<file path="src/rtl/vga_box_painter.sv">
`default_nettype none
// ============================================================================
// Module   : vga_box_painter
// Purpose  : Raster write-stream source for a VGA framebuffer. Sweeps every
//            pixel of the active area once per frame, painting a square box
//            in the foreground colour over a background colour. Between
//            frames the box steps diagonally and bounces off the screen edges.
//            The downstream side may stall the stream via valid/ready.
// Revision : 1.0 - initial release
// ============================================================================
module vga_box_painter #(
   parameter int H_W      = 11,
   parameter int V_W      = 11,
   parameter int COLOR_W  = 2,
   parameter int BOX_SIZE = 100,
   parameter int STEP     = 4,
   parameter int GAP_W    = 16
) (
   input  logic               clk_i,
   input  logic               arst_i,
   input  logic               enable_i,
   input  logic [H_W-1:0]     res_x_i,
   input  logic [V_W-1:0]     res_y_i,
   input  logic [GAP_W-1:0]   gap_i,
   input  logic [COLOR_W-1:0] fg_color_i,
   input  logic [COLOR_W-1:0] bg_color_i,
   input  logic               ready_i,
   output logic               we_o,
   output logic [H_W-1:0]     addr_x_o,
   output logic [V_W-1:0]     addr_y_o,
   output logic [COLOR_W-1:0] color_o,
   output logic               frame_done_o,
   output logic [H_W-1:0]     box_x_o,
   output logic [V_W-1:0]     box_y_o
);

   // -------------------------------------------------------------------------
   // Constants. Edge arithmetic is carried two bits wider than the coordinate
   // so box + BOX_SIZE + STEP can never wrap.
   // -------------------------------------------------------------------------
   localparam logic [H_W+1:0] c_BOX_XW  = (H_W+2)'(BOX_SIZE);
   localparam logic [H_W+1:0] c_STEP_XW = (H_W+2)'(STEP);
   localparam logic [V_W+1:0] c_BOX_YW  = (V_W+2)'(BOX_SIZE);
   localparam logic [V_W+1:0] c_STEP_YW = (V_W+2)'(STEP);
   localparam logic [H_W:0]   c_BOX_XC  = (H_W+1)'(BOX_SIZE);
   localparam logic [V_W:0]   c_BOX_YC  = (V_W+1)'(BOX_SIZE);

   typedef enum logic [1:0] {
      S_IDLE = 2'd0,
      S_SCAN = 2'd1,
      S_MOVE = 2'd2,
      S_WAIT = 2'd3
   } state_t;

   state_t               r_state;
   state_t               w_state_nxt;

   // Frame-latched configuration
   logic [H_W-1:0]       r_res_x;
   logic [V_W-1:0]       r_res_y;
   logic [GAP_W-1:0]     r_gap;
   logic [GAP_W-1:0]     r_gap_cnt;

   // Write stream
   logic                 r_we;
   logic [H_W-1:0]       r_x;
   logic [V_W-1:0]       r_y;
   logic                 r_frame_done;

   // Box position and direction (1 = moving towards larger coordinates)
   logic [H_W-1:0]       r_box_x;
   logic [V_W-1:0]       r_box_y;
   logic                 r_dir_x;
   logic                 r_dir_y;
   logic [H_W-1:0]       w_box_x_nxt;
   logic [V_W-1:0]       w_box_y_nxt;
   logic                 w_dir_x_nxt;
   logic                 w_dir_y_nxt;

   // Control decodes
   logic                 w_xfer;
   logic                 w_last_x;
   logic                 w_last_y;
   logic                 w_frame_end;
   logic                 w_gap_end;
   logic                 w_start;

   // Extended operands for bounce and colour comparisons
   logic [H_W+1:0]       w_res_x_ext;
   logic [H_W+1:0]       w_bx_ext;
   logic [V_W+1:0]       w_res_y_ext;
   logic [V_W+1:0]       w_by_ext;
   logic [H_W:0]         w_x_c;
   logic [H_W:0]         w_bx_c;
   logic [V_W:0]         w_y_c;
   logic [V_W:0]         w_by_c;
   logic                 w_in_x;
   logic                 w_in_y;

   assign w_xfer      = r_we & ready_i;
   assign w_last_x    = (r_x == r_res_x - H_W'(1));
   assign w_last_y    = (r_y == r_res_y - V_W'(1));
   assign w_frame_end = (r_state == S_SCAN) & w_xfer & w_last_x & w_last_y;
   assign w_gap_end   = (r_gap_cnt == r_gap);

   // State register
   always_ff @(posedge clk_i or posedge arst_i) begin
      if (arst_i) begin
         r_state <= S_IDLE;
      end else begin
         r_state <= w_state_nxt;
      end
   end

   // Next-state decode; w_start marks a frame launch (config latch + addr 0,0)
   always_comb begin
      w_state_nxt = r_state;
      w_start     = 1'b0;
      case (r_state)
         S_IDLE: begin
            if (enable_i) begin
               w_state_nxt = S_SCAN;
               w_start     = 1'b1;
            end
         end
         S_SCAN: begin
            if (w_frame_end) begin
               w_state_nxt = S_MOVE;
            end
         end
         S_MOVE: begin
            w_state_nxt = S_WAIT;
         end
         S_WAIT: begin
            if (w_gap_end) begin
               if (enable_i) begin
                  w_state_nxt = S_SCAN;
                  w_start     = 1'b1;
               end else begin
                  w_state_nxt = S_IDLE;
               end
            end
         end
         default: begin
            w_state_nxt = S_IDLE;
         end
      endcase
   end

   // Raster address generation, frame configuration latch and done pulse
   always_ff @(posedge clk_i or posedge arst_i) begin
      if (arst_i) begin
         r_res_x      <= '0;
         r_res_y      <= '0;
         r_gap        <= '0;
         r_we         <= 1'b0;
         r_x          <= '0;
         r_y          <= '0;
         r_frame_done <= 1'b0;
      end else begin
         r_frame_done <= w_frame_end;
         if (w_start) begin
            r_res_x <= res_x_i;
            r_res_y <= res_y_i;
            r_gap   <= gap_i;
            r_x     <= '0;
            r_y     <= '0;
            r_we    <= 1'b1;
         end else if ((r_state == S_SCAN) && w_xfer) begin
            if (w_last_x) begin
               r_x <= '0;
               if (w_last_y) begin
                  r_y  <= '0;
                  r_we <= 1'b0;
               end else begin
                  r_y <= r_y + V_W'(1);
               end
            end else begin
               r_x <= r_x + H_W'(1);
            end
         end
      end
   end

   // Inter-frame wait counter: cleared in MOVE, counts up to the latched gap
   always_ff @(posedge clk_i or posedge arst_i) begin
      if (arst_i) begin
         r_gap_cnt <= '0;
      end else if (r_state == S_MOVE) begin
         r_gap_cnt <= '0;
      end else if ((r_state == S_WAIT) && !w_gap_end) begin
         r_gap_cnt <= r_gap_cnt + GAP_W'(1);
      end
   end

   assign w_res_x_ext = {2'b00, r_res_x};
   assign w_bx_ext    = {2'b00, r_box_x};
   assign w_res_y_ext = {2'b00, r_res_y};
   assign w_by_ext    = {2'b00, r_box_y};

   // Horizontal bounce: clamp to the far edge or zero and reverse direction
   always_comb begin
      w_box_x_nxt = r_box_x;
      w_dir_x_nxt = r_dir_x;
      if (w_res_x_ext < c_BOX_XW) begin
         w_box_x_nxt = '0;
      end else if (r_dir_x) begin
         if (w_bx_ext + c_BOX_XW + c_STEP_XW >= w_res_x_ext) begin
            w_box_x_nxt = r_res_x - H_W'(BOX_SIZE);
            w_dir_x_nxt = 1'b0;
         end else begin
            w_box_x_nxt = r_box_x + H_W'(STEP);
         end
      end else begin
         if (w_bx_ext < c_STEP_XW) begin
            w_box_x_nxt = '0;
            w_dir_x_nxt = 1'b1;
         end else begin
            w_box_x_nxt = r_box_x - H_W'(STEP);
         end
      end
   end

   // Vertical bounce: same rule as horizontal, against the latched height
   always_comb begin
      w_box_y_nxt = r_box_y;
      w_dir_y_nxt = r_dir_y;
      if (w_res_y_ext < c_BOX_YW) begin
         w_box_y_nxt = '0;
      end else if (r_dir_y) begin
         if (w_by_ext + c_BOX_YW + c_STEP_YW >= w_res_y_ext) begin
            w_box_y_nxt = r_res_y - V_W'(BOX_SIZE);
            w_dir_y_nxt = 1'b0;
         end else begin
            w_box_y_nxt = r_box_y + V_W'(STEP);
         end
      end else begin
         if (w_by_ext < c_STEP_YW) begin
            w_box_y_nxt = '0;
            w_dir_y_nxt = 1'b1;
         end else begin
            w_box_y_nxt = r_box_y - V_W'(STEP);
         end
      end
   end

   // Box position register, advanced once per frame in MOVE
   always_ff @(posedge clk_i or posedge arst_i) begin
      if (arst_i) begin
         r_box_x <= '0;
         r_box_y <= '0;
         r_dir_x <= 1'b1;
         r_dir_y <= 1'b1;
      end else if (r_state == S_MOVE) begin
         r_box_x <= w_box_x_nxt;
         r_box_y <= w_box_y_nxt;
         r_dir_x <= w_dir_x_nxt;
         r_dir_y <= w_dir_y_nxt;
      end
   end

   // Colour tracks the presented address; forced to zero when no write is valid
   assign w_x_c  = {1'b0, r_x};
   assign w_bx_c = {1'b0, r_box_x};
   assign w_y_c  = {1'b0, r_y};
   assign w_by_c = {1'b0, r_box_y};
   assign w_in_x = (w_x_c >= w_bx_c) && (w_x_c < w_bx_c + c_BOX_XC);
   assign w_in_y = (w_y_c >= w_by_c) && (w_y_c < w_by_c + c_BOX_YC);

   assign color_o      = !r_we ? '0 : ((w_in_x && w_in_y) ? fg_color_i : bg_color_i);
   assign we_o         = r_we;
   assign addr_x_o     = r_x;
   assign addr_y_o     = r_y;
   assign frame_done_o = r_frame_done;
   assign box_x_o      = r_box_x;
   assign box_y_o      = r_box_y;

endmodule
`default_nettype wire

</file>
<file path="config.mk">
export PLATFORM = sky130hd
export DESIGN_NAME = vga_box_painter
export DESIGN_NICKNAME = d
export VERILOG_FILES = /design/src/rtl/vga_box_painter.sv
export SDC_FILE = /design/constraint.sdc
export NUM_CORES = 1
export LEC_CHECK = 0
export ABC_AREA = 0
export CAP_MARGIN = 0
export CELL_PAD_IN_SITES_DETAIL_PLACEMENT = 1
export CELL_PAD_IN_SITES_GLOBAL_PLACEMENT = 1
export CORE_MARGIN = 5
export CORE_UTILIZATION = 49
export CTS_CLUSTER_SIZE = 16
export DETAILED_ROUTE_END_ITERATION = 10
export DONT_BUFFER_PORTS = 1
export GPL_ROUTABILITY_DRIVEN = 0
export PLACE_DENSITY = 0.85
export SKIP_LAST_GASP = 1
export SYNTH_ARGS = -nofsm -noshare
export SYNTH_HDL_FRONTEND = slang
export SYNTH_SLANG_ARGS = --single-unit
export TNS_END_PERCENT = 30
</file>
<file path="constraint.sdc">
create_clock -name clk_i -period 4.3 [get_ports clk_i]
set_clock_uncertainty 0.2 [all_clocks]
set_input_delay 0.86 -clock clk_i [delete_from_list [all_inputs] [get_ports clk_i]]
set_output_delay 0.86 -clock clk_i [all_outputs]
set_load 0.02 [all_outputs]
</file>
; ---- Yosys cells after proc, flatten, opt, wreduce, memory -nomap -nowiden
; Cells that the tools add are included.
[totals]
ff_bits = 104
latch_bits = 0
ramBits = 0
rom_bits = 0
inputBits = 46
word_cells = 108
mem_count = 0
[op_classes]
add_sub_neg = 17
n_mul = 0
div_mod_pow = 0
n_lt_le_gt_ge = 10
n_eq_ne = 9
shift = 0
mux = 37
bitwise = 6
reduce_logical = 16
[ops]
columns = cell, n
row1 = $mux 11, 15
row2 = $add 11x7->12 const B, 4
row3 = $mux 16, 2
row4 = $add 12x3->13 const B, 2
row5 = $ge 13x11->1, 2
row6 = $lt 11x12->1, 2
row7 = $add 11x1->11 const B, 2
row8 = $add 11x3->11 const B, 2
row9 = $eq 11x11->1, 2
row10 = $ge 11x11->1, 2
row11 = $lt 11x3->1 const B, 2
row12 = $lt 11x7->1 const B, 2
row13 = $sub 11x1->11 const B, 2
row14 = $sub 11x3->11 const B, 2
row15 = $sub 11x7->11 const B, 2
row16 = $add 16x1->16 const B, 1
row17 = $eq 16x16->1, 1
row18 = $mux 1, 13
row19 = $mux 2, 5
row20 = $pmux 2 s4, 1
row21 = $reduce_bool 2->1, 4
row22 = $ne 2x2->1 const B, 3
row23 = $reduce_and 2->1, 3
row24 = $reduce_and 3->1, 2
row25 = other kinds (8), 17

; ---- Longest topological paths before layout
; Gate-level depths: netlist of run 1.
[logic_depth]
depth_word = 6
depth_mapped = 13
depth_no_buf = 12

; ---- Worst setup path after synthesis of run 1
; No wires, ideal clock.
[synth_path]
path_type = register to output
from = register r_box_x[5], in the netlist box_x_o[5]
to = output color_o[0]
t_arrival_ns = 2.782
required_time_ns = 3.240
path_slack_ns = 0.458
stages_incl_launch_ff = 11
path_buffers = 1
path_cell_list = dfrtp_1 > clkbuf_1 > nor2_1 > a21oi_1 > xnor2_1 > ha_1 > or3_1 > a221oi_1 > a211o_1 > o2111a_1 > mux2i_1
[synth_between]
elab_chain_cells = 6
word_cells_on_any_way = 7
classes_between = add/sub (1) / order compare (2) / mux (2) / reduce/logical (2)
[synth_rtl]
columns = element, line
row1 = "start, declared", 71  ; logic [H_W-1:0] r_box_x;
row2 = "start signal, assigned", 255  ; r_box_x <= w_box_x_nxt;
row3 = $add 11x7->12, 267  ; assign w_in_x = (w_x_c >= w_bx_c) && (w_x_c < w_bx_c + c_BOX_XC);
row4 = $lt 11x12->1, 267
row5 = $logic_and 1x1->1 *, 267
row6 = $logic_and 1x1->1 *, 270  ; assign color_o = !r_we ? '0 : ((w_in_x && w_in_y) ? fg_color_i : bg_color_i);
row7 = $mux 2 * (2 in a row), 270
row8 = "end, declared", 31  ; output logic [COLOR_W-1:0] color_o,
; Mark *: on every way between the ends. The rest lies on a longest branch, timed or not.

; ---- Final worst setup path of run 1
[layout_path]
from = register r_box_x[3], in the netlist box_x_o[3]
to = output color_o[0]
; Same word-level chain as after synthesis.

==> results of run 1 <==
[worst paths after layout]
kind | to | slack, ns | cells past startpoint
setup / recovery | color_o[0] | 0.04 | 12
hold / removal | r_gap[15]$_DFFE_PP0N_ | 0.30 | 2
setup reg to reg | we_o$_DFFE_PP0P_ | 0.62 | 9
hold reg to reg | r_gap[15]$_DFFE_PP0N_ | 0.30 | 2
max in group asynchronous | r_gap_cnt[9]$_DFFE_PP0P_ | 2.80 | 2
min in group asynchronous | r_res_x[1]$_DFFE_PP0N_ | 0.35 | 1
[critical path: cells and delay by family (launching register included)]
kind,cells,cell delay (ns)
flops,1,0.54
compound gates,6,1.13
buf+inv,1,0.16
mux,1,0.21
fa+ha+maj,2,0.57
simple gates,2,0.23
[power by group]
group / switching, mW / internal (mW) / leakage (nW)
clock: 0.421 / 0.460 / 0.145
sequential: 0.0825 / 0.997 / 1.30
combinational: 0.196 / 0.148 / 2.83
total: 0.700 / 1.61 / 4.27
[final cells by class]
type	count	area, µm²	area share [%]
flip-flops and latches	104	2610	28.0
clock buffers	9	225	2.42
well taps	225	282	3.02
repair buffers	38	314	3.37
inverters	64	243	2.60
multi-input cells	821	5570	59.8
clock inverters	6	75.1	0.806
[Yosys cell counts, drive strengths merged (4+ instances only)]
library cell	count
a211oi	5
a21o	10
a21oi	55
a31oi	4
and2	9
and3	8
and4	5
buf	9
clkbuf	33
dfrtp	102
ha	84
inv	62
mux2i	15
nand2	142
nand2b	13
nand3	54
nand4	30
nor2	63
nor2b	6
nor3	29
nor4	10
o211ai	4
o21ai	68
o221ai	4
o22ai	8
o31ai	6
or2	6
or3	16
or4	7
xnor2	73
xor2	34
[timing repair]
| item | in CTS | in global routing |
|---|---|---|
| pin swaps | 0 | 5 |
| hold buffers | 0 | 0 |
| setup endpoints to repair | 2 | 2 |
| gates resized for setup | 2 | 19 |
| setup buffers | 0 | 3 |
[sequential cells by signal (all words and copies together), names as in the netlist]
signal / cells
addr_x_o: 11
addr_y_o: 11
r_gap: 16
r_res_y: 11
r_dir_x: 1
frame_done_o: 1
r_res_x: 11
box_y_o: 11
r_state: 2
we_o: 1
r_gap_cnt: 16
r_dir_y: 1
box_x_o: 11
[per-layer routing]
layer / share of wire (%) / GRT usage [%] / wire length (µm) / up-vias
met5: 0 / 0 / 0 / -
li1: - / - / - / 3663
met1: 42 / 36.3 / 11900 / 3993
met4: 3.1 / 9.85 / 864 / 0
met3: 6.4 / 5.63 / 1800 / 78
met2: 48 / 44.8 / 13500 / 284
[per-stage QoR]
| step | cells | power (mW) | TNS [ns] | setup slack [ns] | hold WS (ns) |
|---|---|---|---|---|---|
| after global placement | 1249 | 1.41 | 0 | 0.450 | 0.281 |
| after detailed placement | 1249 | 1.42 | 0 | 0.364 | 0.283 |
| final | 1267 | 2.31 | 0 | 0.0407 | 0.300 |
| after CTS | 1264 | 2.32 | 0 | 0.0216 | 0.303 |
| after global routing | 1267 | 2.39 | -0.190 | -0.125 | 0.333 |
| after floorplan | 1031 | 1.30 | 0 | 0.458 | 0.265 |
[placed cells by master, fill, tap and decap left out, drive strengths merged, types with 3 or more instances in the layout]
cell type / instances
or2: 6
nor2: 63
xnor2: 73
and2: 9
nand2b: 13
ha: 84
mux2i: 15
and3: 8
nand4: 30
nor2b: 6
nand2: 142
o21a: 3
or4: 7
mux2: 3
o31ai: 6
o21ai: 68
clkbuf: 9
a21o: 10
and4: 5
a31oi: 4
o221ai: 4
a2111oi: 3
a211oi: 5
buf: 38
nand3: 54
inv: 66
xor2: 34
or3: 16
a21oi: 55
dfrtp: 102
o211ai: 4
nor4: 10
o22ai: 8
nor3: 29
[cells by family (layout without fill, tap and decap cells)]
group	count (synthesis)	in the layout	share of synthesized area (%)
xor+xnor	107	107	11.0
mux	18	18	2.21
buf+inv	106	117	4.87
fa+ha+maj	84	84	12.4
flops	104	104	30.6
simple gates	407	407	23.6
compound gates	205	205	15.3
==> out/metrics.cfg, run 1 <==
[run_status]
outcome = finished clean

[clock_network]
cts_tree = done
cts-htree-levels = 3
cts_made_buffers = 9
clk_latency_ns = 0.36
clkTransAtPathRegs_ns = 0.08
root_buffer = clkbuf_16
cts_buffer_depth = 2
clock_sinks = 104

[detailed_routing]
wl_per_cell_um = 22.2
ant_nets = 0
dr.pass1.iters = 5
vias = 8018
via_per_inst = 6.33
drc = 0
drt-initial-drc-count = 585
wl_mm = 28.1

[sta]
slew_headroom_pct = 41.1
slew_viol_final = 0
hold_viol = 0
finalSetupViolCount = 0
min_period_over_period_pct = 99.1
period_minus_slack_ns = 4.26
tightestPinTransition_ns = 0.880
fmax_ghz = 0.235

[synth]
synth-seq-cells = 104
synth_top_cell_by_area = dfrtp_1
ys_warn_count = 0
synth.top_cells.by_area = dfrtp_1, ha_1, xnor2_1
synthCells = 1031
synth_enable_flop_cells = 0
synth-main-ff-cell = dfrtp_1
synth_cell_types = 77
syn_nets = 1161
yosysSeqAreaShare_pct = 30.6
netlist_area_um2 = 8500
netlist.area_leader.share_pct = 30.0
avgSynthCellArea_um2 = 8.25
async_reset_ff_share_pct = 100

[global_route]
grt_first_pass_wirelength_mm = 44.1
grt_overflow = 0
antenna_found_initial = 0
grt_pass1_vias = 8233
grt_usage_pct = 27.5
grt_max_degree = 70

[die]
start_util_pct = 49.5
die_area_um2 = 20100
fp.dieW_um = 142
rows = 48
core_um2 = 17200
dieHeight_um = 142
pin_count = 94

[setup_path]
path_max_fanout = 6
start_kind = flip-flop
r2r-start = r_res_y[2]$_DFFE_PP0N_
crit_path_end_kind = primary output
path_cells = ha_4 > nand2_1 > a21oi_1 > a21oi_1 > ha_1 > a21oi_2 > nand2_1 > a221oi_2 > a211o_1 > o2111a_2 > mux2i_1 > buf_4
cp_data_required_time_ns = 3.24
cpPeakStageDelay_ns = 0.54
crit_start = box_x_o[3]$_DFFE_PP0P_
cp_slowest_cell = dfrtp_2
cp.arrival_ns = 3.20
crit_type = reg2out

[placement]
hpwlAfterDp_mm = 20.8
dpl_cell_area_um2 = 8910
port-buffer-count = 0

[final_layout]
synthToLayoutAreaGrowth_pct = 9.63
diodes = 0
design_area_um2 = 9320
nFillCells = 2099
final_util_pct = 54.3
drive_above_1_share_pct = 8.64
final_nets = 1168

[pwr]
power_density_nw_per_um2 = 247
p_leak_nw = 4.27
peakVddDrop_mv = 0.242

[job]
maxCapViolCount = 0

[min_path]
hold_start = r_gap[15]$_DFFE_PP0N_
min_path_type = reg2reg

Power figures use the tool's default switching activity.
==> run 2, diff against run 1 <==
CORE_MARGIN = 10   (was 5)
==> out/metrics.cfg, run 2 (synthesis gave the netlist of run 1 again) <==
[global_route]
grt_usage_pct = 25.1
grt_max_degree = 64
antenna_found_initial = 0
grt_overflow = 0
grt_first_pass_wirelength_mm = 45.8
grt_pass1_vias = 8466

[clock_network]
hold_buffers = 0
cts-htree-levels = 3
cts_tree = done
clk_latency_ns = 0.36
cts_made_buffers = 9
cts_buffer_depth = 2
root_buffer = clkbuf_16
clkTransAtPathRegs_ns = 0.08
clock_sinks = 104

[placement]
port-buffer-count = 0
place_inst = 1254
hpwlAfterDp_mm = 21.8
dpl_cell_area_um2 = 8930

[final_layout]
synthToLayoutAreaGrowth_pct = 9.91
final_nets = 1172
design_area_um2 = 9340
drive_above_1_share_pct = 9.36
mostFrequentLayoutCells = nand2_1, dfrtp_1, ha_1, xnor2_1, o21ai_0
top_regs = r_gap (16), r_gap_cnt (16)
nFillCells = 2103
diodes = 0
layout_commonest_cell = nand2_1
final_cells = 1272

[die]
rows = 48
core_um2 = 17200
die_area_um2 = 23000
fp.dieW_um = 152
pin_count = 94
start_util_pct = 49.5
dieHeight_um = 152

[detailed_routing]
dr.pass1.iters = 5
drt-initial-drc-count = 495
vias = 7964
via_per_inst = 6.26
ant_nets = 0
wl_per_cell_um = 22.4
wl_mm = 28.5
drc = 0

[min_path]
min_path_type = in2async

[sta]
whs_ns = 0.284
finalSetupViolCount = 0
fmax_ghz = 0.238
tightestPinTransition_ns = 0.816
slew_viol_final = 0
period_minus_slack_ns = 4.19
min_period_over_period_pct = 97.5
slew_headroom_pct = 45.4
hold_viol = 0
finalSetupTns_ns = 0

[setup_path]
rr_worst_depth = 9
crit_path_end_kind = primary output
worstReg2RegEnd = we_o$_DFFE_PP0P_
start_kind = flip-flop
cp_data_required_time_ns = 3.24
path_max_fanout = 4
cp.arrival_ns = 3.13
rrSetupSlack_ns = 0.53
path_cells = buf_6 > ha_4 > nand2_2 > and2_4 > xnor2_2 > ha_1 > a21o_1 > a21oi_2 > o31ai_1 > a31oi_1 > o2111a_2 > mux2i_1 > buf_4
cpPeakStageDelay_ns = 0.45
critPathBufInv = 2
crit_type = reg2out
critPathTopFamily = compound AO/OA/AOI/OAI gates
r2r-start = r_res_y[1]$_DFFE_PP0N_
cp_slowest_cell = dfrtp_1

[pwr]
p_leak_nw = 4.29
power_density_nw_per_um2 = 243
peakVddDrop_mv = 0.374

[run_status]
outcome = finished clean

[job]
maxCapViolCount = 0

run 2: cell count changes in the layout (fill, tap and decap cells not counted), moves of 2 or more:
cell	before	now
buf_4	35	39
a21oi_1	52	50
a21oi_2	3	5
clkinv_4	0	2
nand2_1	141	139
nand2_2	1	3
run 2: how the worst max path moves through the flow:
stage / from / endpoint / cells past startpoint
after global routing: box_y_o[3]$_DFFE_PP0P_ / color_o[0] / 13
after floorplan: box_x_o[5]$_DFFE_PP0P_ / color_o[0] / 10
final: box_y_o[3]$_DFFE_PP0P_ / color_o[0] / 13
after CTS: box_y_o[3]$_DFFE_PP0P_ / color_o[1] / 13
after detailed placement: box_x_o[3]$_DFFE_PP0P_ / color_o[1] / 11
after global placement: box_x_o[3]$_DFFE_PP0P_ / color_o[1] / 11
run 2: metal layers:
layer  part of all wire (%)  global-route usage [%]  wire, µm
met4                    1.9                    6.20       555
met5                      0                       0         0
met2                     50                    43.2     14100
met1                     42                    31.0     11900
met3                    6.8                    5.58      1940
run 2: worst reg2reg max path: cells and delay by family (launching register included):
kind | cells | cell delay, ns
and+or+nand+nor | 4 | 1.51
AOI/OAI and AO/OA | 3 | 1.07
DFF | 1 | 0.47
adders and majority gates | 1 | 0.23
buffers and inverters | 1 | 0.16
run 2: metrics by stage:
step	power, mW	setup WS (ns)	util, %
finish	2.27	0.106	54.4
global placement	1.41	0.431	52.0
floorplan	1.30	0.458	-
detailed placement	1.43	0.254	52.0
CTS	2.27	0.00732	53.8
global route	2.35	-0.0104	54.4
run 2: report_power, final:
group          leakage (nW)  internal (mW)  switching, mW
Clock                 0.142          0.410          0.434
Combinational          2.85          0.148          0.195
Sequential             1.30          0.997         0.0859
run 2: cell type report:
class	count	area (µm²)	share of cell area, %
Multi-Input combinational cell	821	5580	59.8
Sequential cell	104	2610	27.9
Timing Repair Buffer	42	335	3.59
Tap cell	225	282	3.01
Inverter	64	243	2.60
Clock buffer	10	229	2.45
Clock inverter	6	62.6	0.670
run 2: repair_timing:
| action | CTS | global route |
|---|---|---|
| pin swaps | 0 | 4 |
| buffers inserted | 0 | 2 |
| endpoints found under the setup margin | 2 | 2 |
| cloned | 0 | 0 |
| resized for setup | 4 | 21 |
==> run 3, diff against run 2 <==
CORE_ASPECT_RATIO = 2   (was unset)
HOLD_SLACK_MARGIN = 0.05   (was unset)
==> out/metrics.cfg, run 3 (synthesis gave the netlist of run 1 again) <==
[final_layout]
final_cells = 1256
final_util_pct = 53.8
final_nets = 1171
nFillCells = 2122
synthToLayoutAreaGrowth_pct = 8.74
drive_above_1_share_pct = 8.13
layout_commonest_cell = nand2_1
top_regs = r_gap (16), r_gap_cnt (16)
diodes = 0
mostFrequentLayoutCells = nand2_1, dfrtp_1, ha_1, xnor2_1, o21ai_0

[sta]
slew_viol_final = 0
fmax_ghz = 0.239
period_minus_slack_ns = 4.18
rsz0062_at_grt = no
slew_headroom_pct = 41.1
whs_ns = 0.299
tightestPinTransition_ns = 0.883
min_period_over_period_pct = 97.3
hold_viol = 0
finalSetupTns_ns = 0
finalSetupViolCount = 0

[die]
fp.dieW_um = 113
start_util_pct = 49.5
rows = 68
dieHeight_um = 206
pin_count = 94
core_um2 = 17200
die_area_um2 = 23300

[min_path]
hold_start = r_gap[5]$_DFFE_PP0N_
min_path_type = reg2reg
whs_path_depth = 2
holdPathEnd = r_gap[5]$_DFFE_PP0N_

[detailed_routing]
vias = 7935
drc = 0
ant_nets = 0
dr.pass1.iters = 4
wl_per_cell_um = 24.2
wl_mm = 30.4
drt-initial-drc-count = 482
via_per_inst = 6.32

[pwr]
peakVddDrop_mv = 0.203
swShare_pct = 29.9
p_comb_share_pct = 14.8
p_int_mw = 1.61
pwr-share-clk_pct = 38.2
power_density_nw_per_um2 = 248
power.switching_mw = 0.685
p_leak_nw = 4.28
p_seq_share_pct = 47.0

[setup_path]
rr_worst_depth = 12
rrSetupSlack_ns = 0.67
start_kind = flip-flop
path_max_fanout = 4
crit_path_end_kind = primary output
worstReg2RegEnd = box_y_o[3]$_DFFE_PP0P_
r2r-start = box_y_o[5]$_DFFE_PP0P_
crit_type = reg2out
cp.arrival_ns = 3.12
cp_data_required_time_ns = 3.24

[job]
maxCapViolCount = 0

[placement]
hpwlAfterDp_mm = 24.0
port-buffer-count = 0
place_inst = 1239

[global_route]
grt_pass1_vias = 8605
grt_overflow = 0
grt_first_pass_wirelength_mm = 47.7
grt_usage_pct = 26.0
antenna_found_initial = 0
grt_max_degree = 65

[clock_network]
cts_tree = done
clock_sinks = 104
cts-htree-levels = 3
clk_latency_ns = 0.37
clkTransAtPathRegs_ns = 0.07
cts_buffer_depth = 2
root_buffer = clkbuf_16
cts_made_buffers = 9

[run_status]
outcome = finished clean

[run 3: worst max path at each step]
stage | startpoint | to | slack, ns | cells past startpoint
2_1_floorplan | box_x_o[5]$_DFFE_PP0P_ | color_o[0] | 0.46 | 10
3_3_place_gp | box_y_o[4]$_DFFE_PP0P_ | color_o[0] | 0.45 | 12
3_5_place_dp | box_y_o[4]$_DFFE_PP0P_ | color_o[1] | 0.37 | 12
4_1_cts | box_x_o[3]$_DFFE_PP0P_ | color_o[0] | 0.003 | 11
5_1_grt | box_y_o[3]$_DFFE_PP0P_ | color_o[0] | 0.008 | 13
6_report | box_x_o[3]$_DFFE_PP0P_ | color_o[1] | 0.12 | 11
[run 3: final cells by class]
| type | count | area, µm² | area share [%] |
|---|---|---|---|
| Clock buffer | 11 | 233 | 2.52 |
| Clock inverter | 5 | 61.3 | 0.663 |
| Inverter | 64 | 243 | 2.63 |
| Multi-Input combinational cell | 821 | 5530 | 59.8 |
| Sequential cell | 104 | 2610 | 28.2 |
| Tap cell | 210 | 263 | 2.84 |
| Timing Repair Buffer | 41 | 308 | 3.33 |
[run 3: timing repair]
item,in CTS,in global routing
pin swaps,0,1
setup endpoints to repair,2,2
endpoints found under the hold margin,0,0
buffers inserted,0,1
hold buffers,0,0
gates resized for setup,1,10
[run 3: through the flow]
| step | total power, mW | cell area, µm² | setup WS, ns |
|---|---|---|---|
| after floorplan | 1.30 | 8500 | 0.458 |
| after global placement | 1.42 | 8900 | 0.445 |
| after detailed placement | 1.43 | 8900 | 0.370 |
| after CTS | 2.30 | 9200 | 0.00322 |
| after global routing | 2.37 | 9240 | 0.00757 |
| final | 2.29 | 9240 | 0.117 |
[run 3: layer usage]
| layer | part of all wire (%) | vias to the layer above | global-route usage [%] |
|---|---|---|---|
| met4 | 7.1 | 0 | 19.3 |
| met1 | 33 | 3956 | 23.0 |
| met5 | 0 | - | 0 |
| met2 | 56 | 215 | 50.3 |
| li1 | - | 3659 | - |
| met3 | 4.0 | 105 | 4.53 |
[run 3: power by group through the flow]
stage / registers (mW) / clock network [mW] / logic (mW)
floorplan: 1.08 / 0 / 0.216
global placement: 1.09 / 0 / 0.323
detailed placement: 1.09 / 0 / 0.337
CTS: 1.08 / 0.878 / 0.342
global route: 1.08 / 0.912 / 0.376
finish: 1.08 / 0.874 / 0.340
[run 3: critical path, cell delays in order (launching register included)]
cell	delay (ns)
dfrtp_1	0.41
ha_2	0.25
nand2_1	0.12
a21oi_1	0.20
xnor2_1	0.09
ha_1	0.21
or3_1	0.40
a221oi_1	0.24
a211o_1	0.19
o2111a_2	0.28
mux2i_1	0.20
buf_4	0.16
